[src/rtl/serial_subtractor_if.sv]
// ---------------------------------------------------------------------------
// serial_subtractor_if
// Groups the request/result signals of the bit-serial subtractor.
//   start      : request, sampled only while the subtractor is not busy
//   minuend    : operand A, captured on an accepted start
//   subtrahend : operand B, captured on an accepted start
//   busy       : operation in progress
//   done       : one-cycle pulse when diff/neg become valid
//   diff       : magnitude |A-B|
//   neg        : 1 when A < B
// master drives the request side, slave (the subtractor) drives the results.
// ---------------------------------------------------------------------------
interface serial_subtractor_if #(
  parameter int WIDTH = 4
) ();
  logic             start;
  logic [WIDTH-1:0] minuend;
  logic [WIDTH-1:0] subtrahend;
  logic             busy;
  logic             done;
  logic [WIDTH-1:0] diff;
  logic             neg;

  modport master (
    output start, minuend, subtrahend,
    input  busy, done, diff, neg
  );

  modport slave (
    input  start, minuend, subtrahend,
    output busy, done, diff, neg
  );
endinterface

[src/rtl/serial_subtractor.sv]
// ---------------------------------------------------------------------------
// serial_subtractor
// Bit-serial unsigned subtractor: A - B computed LSB first through one
// full-subtractor cell with a registered borrow, then converted to
// sign-magnitude for the display path.
//   clk   : system clock, rising edge
//   rst_n : asynchronous active-low reset
//   bus   : serial_subtractor_if.slave (start/operands in, busy/done/diff/neg out)
// Timing: start accepted at edge T, WIDTH SUB cycles, one FIX cycle, done high
// in the cycle after edge T+WIDTH+1. Every output comes straight from a flop
// or from a decode of the state register.
// ---------------------------------------------------------------------------
module serial_subtractor #(
  parameter int WIDTH = 4
) (
  input  logic                 clk,
  input  logic                 rst_n,
  serial_subtractor_if.slave   bus
);

  localparam int CNT_W = $clog2(WIDTH + 1);

  typedef enum logic [1:0] {
    S_IDLE = 2'd0,
    S_SUB  = 2'd1,
    S_FIX  = 2'd2,
    S_DONE = 2'd3
  } state_t;

  state_t           r_state;
  state_t           w_state_next;

  logic [WIDTH-1:0] r_a;
  logic [WIDTH-1:0] r_b;
  logic [WIDTH-1:0] r_part;
  logic             r_bor;
  logic [CNT_W-1:0] r_cnt;
  logic [WIDTH-1:0] r_diff;
  logic             r_neg;

  logic             w_accept;
  logic             w_last;
  logic             w_d;
  logic             w_bor_next;

  // Final borrow set means the raw difference wrapped: recover |A-B| by
  // two's complement. A zero partial never carries a borrow, so a zero
  // magnitude is never flagged negative.
  function automatic logic [WIDTH-1:0] f_magnitude(
    input logic [WIDTH-1:0] part,
    input logic             bor
  );
    if (bor) begin
      return (~part) + WIDTH'(1);
    end
    return part;
  endfunction

  // DONE accepts a new request exactly like IDLE, allowing back-to-back ops.
  assign w_accept   = bus.start && ((r_state == S_IDLE) || (r_state == S_DONE));
  assign w_last     = (r_cnt == CNT_W'(WIDTH - 1));

  // Full-subtractor cell on the current LSBs.
  assign w_d        = r_a[0] ^ r_b[0] ^ r_bor;
  assign w_bor_next = (~r_a[0] & r_b[0]) | (~(r_a[0] ^ r_b[0]) & r_bor);

  // State register
  always_ff @(posedge clk or negedge rst_n) begin
    if (!rst_n) begin
      r_state <= S_IDLE;
    end else begin
      r_state <= w_state_next;
    end
  end

  always_comb begin
    w_state_next = r_state;
    unique case (r_state)
      S_IDLE: if (w_accept) w_state_next = S_SUB;
      S_SUB:  if (w_last)   w_state_next = S_FIX;
      S_FIX:  w_state_next = S_DONE;
      S_DONE: w_state_next = w_accept ? S_SUB : S_IDLE;
      default: w_state_next = S_IDLE;
    endcase
  end

  // Serial datapath and result registers
  always_ff @(posedge clk or negedge rst_n) begin
    if (!rst_n) begin
      r_a    <= '0;
      r_b    <= '0;
      r_part <= '0;
      r_bor  <= 1'b0;
      r_cnt  <= '0;
      r_diff <= '0;
      r_neg  <= 1'b0;
    end else if (w_accept) begin
      r_a    <= bus.minuend;
      r_b    <= bus.subtrahend;
      r_part <= '0;
      r_bor  <= 1'b0;
      r_cnt  <= '0;
    end else begin
      case (r_state)
        S_SUB: begin
          r_a    <= r_a >> 1;
          r_b    <= r_b >> 1;
          // Result bits enter at the MSB so bit 0 lands at position 0
          // after WIDTH shifts.
          r_part <= {w_d, r_part[WIDTH-1:1]};
          r_bor  <= w_bor_next;
          r_cnt  <= r_cnt + CNT_W'(1);
        end
        S_FIX: begin
          r_diff <= f_magnitude(r_part, r_bor);
          r_neg  <= r_bor;
        end
        default: ;
      endcase
    end
  end

  assign bus.busy = (r_state == S_SUB) || (r_state == S_FIX);
  assign bus.done = (r_state == S_DONE);
  assign bus.diff = r_diff;
  assign bus.neg  = r_neg;

endmodule

[src/flat_wrapper.sv]
// flat-port wrapper written by rule: the top's interface ports become plain ports
module serial_subtractor_flat 
#(
  parameter int WIDTH = 4
)
  (clk, rst_n, bus_start, bus_minuend, bus_subtrahend, bus_busy, bus_done, bus_diff, bus_neg);
  serial_subtractor_if #(.WIDTH(WIDTH)) bus_i ();
  input  logic clk;
  input  logic rst_n;
  input wire logic [$bits(bus_i.start)-1:0] bus_start;
  input wire logic [$bits(bus_i.minuend)-1:0] bus_minuend;
  input wire logic [$bits(bus_i.subtrahend)-1:0] bus_subtrahend;
  output wire logic [$bits(bus_i.busy)-1:0] bus_busy;
  output wire logic [$bits(bus_i.done)-1:0] bus_done;
  output wire logic [$bits(bus_i.diff)-1:0] bus_diff;
  output wire logic [$bits(bus_i.neg)-1:0] bus_neg;
  assign bus_i.start = bus_start;
  assign bus_i.minuend = bus_minuend;
  assign bus_i.subtrahend = bus_subtrahend;
  assign bus_busy = bus_i.busy;
  assign bus_done = bus_i.done;
  assign bus_diff = bus_i.diff;
  assign bus_neg = bus_i.neg;
  serial_subtractor #(.WIDTH(WIDTH)) u_core (.clk(clk), .rst_n(rst_n), .bus(bus_i));
endmodule
[config.mk]
export PLATFORM = sky130hd
export DESIGN_NAME = serial_subtractor_flat
export DESIGN_NICKNAME = d
export VERILOG_FILES = /design/src/rtl/serial_subtractor_if.sv /design/src/rtl/serial_subtractor.sv /design/src/flat_wrapper.sv
export SDC_FILE = /design/constraint.sdc
export NUM_CORES = 1
export LEC_CHECK = 0
export ABC_AREA = 1
export CAP_MARGIN = 10
export CORE_UTILIZATION = 56
export DETAILED_ROUTE_END_ITERATION = 16
export MAX_ROUTING_LAYER = met4
export PLACE_DENSITY = 0.87
export SYNTH_ARGS = -nofsm -noshare
export SYNTH_HDL_FRONTEND = slang
export SYNTH_SLANG_ARGS = --single-unit
[constraint.sdc]
create_clock -name clk -period 3.36 [get_ports clk]
set_clock_uncertainty 0.2 [all_clocks]
set_input_delay 0.336 -clock clk [delete_from_list [all_inputs] [get_ports clk]]
set_output_delay 0.336 -clock clk [all_outputs]
set_load 0.005 [all_outputs]
# Word level (Yosys, flattened, before mapping)
# Cells that the tools add are included.
# totals
reg_bits,23
latch_bits,0
ram_bits,0
rom_bits,0
output_inout_bits,7
memories,0
# op_classes
add_sub_neg,2
multipliers,0
div,0
order_cmp,0
n_eq_ne,6
shift,0
n_mux,19
n_bitwise,9
n_reduce_logical,7
# op_table
operator,count
2-to-1 mux 4 bit,8
one-hot mux 2 bit (4 select lines),1
2-to-1 mux 1 bit,6
2-to-1 mux 3 bit,2
"adder 4 x 1 -> 4 bit, second input constant",1
"equality test 2 bit, second input constant",2
2-to-1 mux 2 bit,2
"!= test 2 x 1 -> 1 bit, second input constant",2
inverter 4 bit,1
AND reduction 2 bit,2
"adder 3 x 1 -> 3 bit, second input constant",1
"equality test 3 x 2 -> 1 bit, second input constant",1
inverter 1 bit,3
bitwise AND 1 bit,2
"equality test 2 x 1 -> 1 bit, second input constant",1
logical NOT 2 bit,1
logical OR 1 bit,2
nonzero test 2 bit,1
bitwise XOR 1 bit,2
logical AND 1 bit,1
bitwise OR 1 bit,1

# Logic depth before layout (Yosys ltp)
# logic_depth
depth_word,6
ltp_mapped,9

# Worst setup path before layout
# No wires, ideal clock.
# synth_path
path_type,register -> register
start,register u_core.r_state[0]
end,register u_core.r_a[0]
setup_time_ps,87
t_arrival_ps,1331
t_required_ps,3073
setup_slack_ps,1742
path_stages_with_launch,9
path_buffers,1
period_less_slack_ps,1618
cell_sequence,dfrtp_1 -> inv_1 -> ha_1 -> inv_1 -> nand2_2 -> inv_2 -> buf_2 -> nand2_1 -> o211ai_1
# synth_via
elab_chain_cells,4
elab_cells_between_ends,7
classes_between,eq/ne: 2; mux: 1; reduce/logical: 4
# synth_rtl
element,line,rtl
start: declaration,serial_subtractor.sv:30,state_t r_state;
start signal: assignment,serial_subtractor.sv:72,r_state <= w_state_next;
equality test 2 bit or logical NOT 2 bit (tied branches),serial_subtractor.sv:60,assign w_accept = bus.start && ((r_state == S_IDLE) || (r_state == S_DONE));
logical OR 1 bit,serial_subtractor.sv:60,
logical AND 1 bit,serial_subtractor.sv:60,
2-to-1 mux 4 bit or nonzero test 2 bit (tied branches),--,
end signal: assignment,serial_subtractor.sv:98,r_a <= bus.minuend;
end signal: assignment,serial_subtractor.sv:106,r_a <= r_a >> 1;
end: declaration,serial_subtractor.sv:33,logic [WIDTH-1:0] r_a;
# Several ways; a longest one is shown, not always the timed one.
# A chain may end at the register's enable or synchronous reset.

# Worst setup path in the final report
# layout_path
start,register u_core.r_state[0]
end,output bus_busy
# layout_via
elab_chain_cells,2
elab_cells_between_ends,3
classes_between,eq/ne: 2; reduce/logical: 1
# layout_rtl
element,line,rtl
equality test 2 x 1 -> 1 bit or equality test 2 bit (tied branches),serial_subtractor.sv:123,assign bus.busy = (r_state == S_SUB) || (r_state == S_FIX);
logical OR 1 bit (*),serial_subtractor.sv:123,
end: declaration,flat_wrapper.sv:13,output wire logic [$bits(bus_i.busy)-1:0] bus_busy;
# Every way passes the cells marked *; elsewhere a longest branch is shown, timed or not.

==> flow_metrics.tcl <==
set metrics [dict create \
    ff2ff_path_depth 6 \
    fin_crit_sh_pct 65.4 \
    hold_path.class "reg -> reg" \
    netlist_area_mm2 0.00117 \
    hold_ws_ns 0.297 \
    grt_start_max_net_pins 24 \
    clk-insertion-delay-late_ns 0.31 \
    globalplace.congestion 0.743 \
    htree_levels 1 \
    instances_no_fill 174 \
    io_pins 18 \
    hold_depth 2 \
    end_kind "primary output" \
    r2r_slack_ns 1.18 \
    cts_hold_buffers 0 \
    initial_core_util_pct 59.8 \
    root_buffer "clkbuf_4" \
    synth_nets 151 \
    peakVddDrop_mv 0.618 \
    finalNetCount 168 \
    power.leakage_nw 0.664 \
    dr_total_vias 908 \
    cts_resized 0 \
    drtAntennaViolNets 0 \
    hp-start "u_core.bus.neg" \
    setup_tns_ns 0 \
    setup_viol 0 \
    hold_viol 0 \
    synth_cell_types 21 \
    critPathMaxFanout 5 \
    synth_seq_cells 23 \
    r2r-start "u_core.r_state[1]" \
    worst_slack_ns 1.16 \
    fin_crit_ns 2.20 \
    slew_headroom_pct 30.4 \
    place_hpwl_um 1490 \
    yosysSeqAreaShare_pct 49.0 \
    diodes 0 \
    die_area_mm2 0.00228 \
    drc 0 \
    drtIter0Drc 11 \
    routed_wirelength_um 2080 \
    clk_pin_slew_ns 0.12 \
    grt_pass1_wl_um 3180 \
    dpl_cell_area_mm2 0.00134 \
    core_region_area_mm2 0.00196 \
    viasPerCell 5.22 \
    num-fill-cells 173 \
    cts_tree "done" \
    drt_pre_antenna_iters 4 \
    drv_slew 0 \
    synth_area_leader_cell "dfrtp_1" \
    area_growth_pct 16.5 \
    clock_sinks 23 \
    max-clock-path-buffers 2 \
    syn_inst 131 \
    crit_start "u_core.r_state[0]" \
    rsz0062_at_grt "false" \
    gr-total-overflow 0 \
    min_to "u_core.bus.neg" \
    path_class "reg -> out" \
    die_x_um 47.8 \
    startpoint_type "flip-flop" \
    powerDensity_mw_per_mm2 920 \
    finalPower_mw 1.26 \
    row_count 16 \
    critPathRequiredTime_ns 2.82 \
    worst_slew_pin_slew_ns 1.04 \
    worstReg2RegEnd "u_core.r_state[0]" \
    outcome "finished clean" \
    fp.dieH_um 47.8 \
    max_freq_mhz 455 \
    cap_violations 0 \
    cts_made_buffers 3 \
    drive_gt1_share_pct 7.48 \
    synth.avg_cell_area_um2 8.96 \
    wl_per_cell_um 11.9 \
    netlist_top_cells_area "dfrtp_1, nand2_1, ha_1" \
    yosysWarnings 0 \
    antenna_found_initial 0 \
    postCtsSetupBuffers 0 \
    cp.arrival_ns 1.66 \
    fin_area_mm2 0.00137 \
    grt_use_total_pct 21.2 \
    final_util_pct 69.7 \
    post-place-ws_ns 1.22 \
    grt_pass1_vias 786 \
    port_buffers 17 \
    synth_top_area_share_pct 49.0 \
    dp.cells 170 \
]
layout make-up:
cell class | instances | area [um^2] | area share [%]
timing repair buffer | 17 | 170 | 12.4
clock buffer | 4 | 26.3 | 1.92
multi-input combinational | 90 | 513 | 37.5
tap | 27 | 33.8 | 2.47
inverter | 13 | 48.8 | 3.57
sequential | 23 | 576 | 42.1
routing by layer:
layer | routed length (um) | vias to the layer above | global-route usage (%) | share of wire (%)
met5 | 0 | - | - | 0
met4 | 38 | 0 | 10.0 | 1.8
met3 | 55 | 5 | 3.40 | 2.6
met2 | 1040 | 22 | 35.4 | 50
met1 | 941 | 427 | 24.8 | 45
li1 | - | 454 | - | -
critical path, stage by stage (launching register included):
cell,delay [ns]
dfrtp_1,0.44
inv_1,0.11
ha_1,0.31
clkdlybuf4s50_1,0.50
Yosys cell counts (all sizes together):
| cell | count |
|---|---|
| a211oi | 2 |
| nand2 | 36 |
| or2 | 1 |
| buf | 5 |
| dfrtp | 23 |
| a21oi | 4 |
| ha | 8 |
| fa | 1 |
| xor2 | 1 |
| a31oi | 3 |
| xnor2 | 1 |
| inv | 13 |
| o211ai | 2 |
| nor2 | 10 |
| o21ai | 7 |
| nand3 | 14 |
worst max-delay path by stage:
stage                     slack [ns]  depth (start not counted)                 to
after floorplan                 1.74                          8      u_core.r_a[0]
after global placement          1.29                          6  u_core.r_state[0]
after CTS                       1.16                          3           bus_busy
after global routing            1.04                          6  u_core.r_state[0]
after detailed placement        1.22                          6  u_core.r_state[0]
final                           1.16                          3           bus_busy
cells in the final DEF, fill, tap and decap left out, types with 2 or more instances in the layout:
cell / instances
nand3_1: 13
a21oi_1: 4
dfrtp_1: 23
a31oi_1: 3
nor2_1: 10
clkdlybuf4s50_1: 17
ha_1: 8
o211ai_1: 2
inv_2: 2
a211oi_2: 2
nand2_2: 2
nand2_1: 34
o21ai_0: 7
inv_1: 11
clkbuf_4: 3
power breakdown:
part	internal [mW]	leakage (nW)	switching, mW
clock network	0.0464	0.0150	0.0802
registers	0.405	0.292	0.0881
logic	0.281	0.357	0.358
total	0.732	0.664	0.527
sequential cells by signal, indices dropped and copies added, names as in the netlist:
signal,count
u_core.bus.diff,4
u_core.bus.neg,1
u_core.r_a,4
u_core.r_b,4
u_core.r_bor,1
u_core.r_cnt,3
u_core.r_part,4
u_core.r_state,2
cell families after synthesis:
kind of cell	Yosys count	share of synthesized area, %
buf+inv	18	7.25
simple gates	61	22.3
fa+ha+maj	9	10.2
xor+xnor	2	1.49
compound gates	18	9.70
flops	23	49.0
Power figures use the tool's default switching activity.
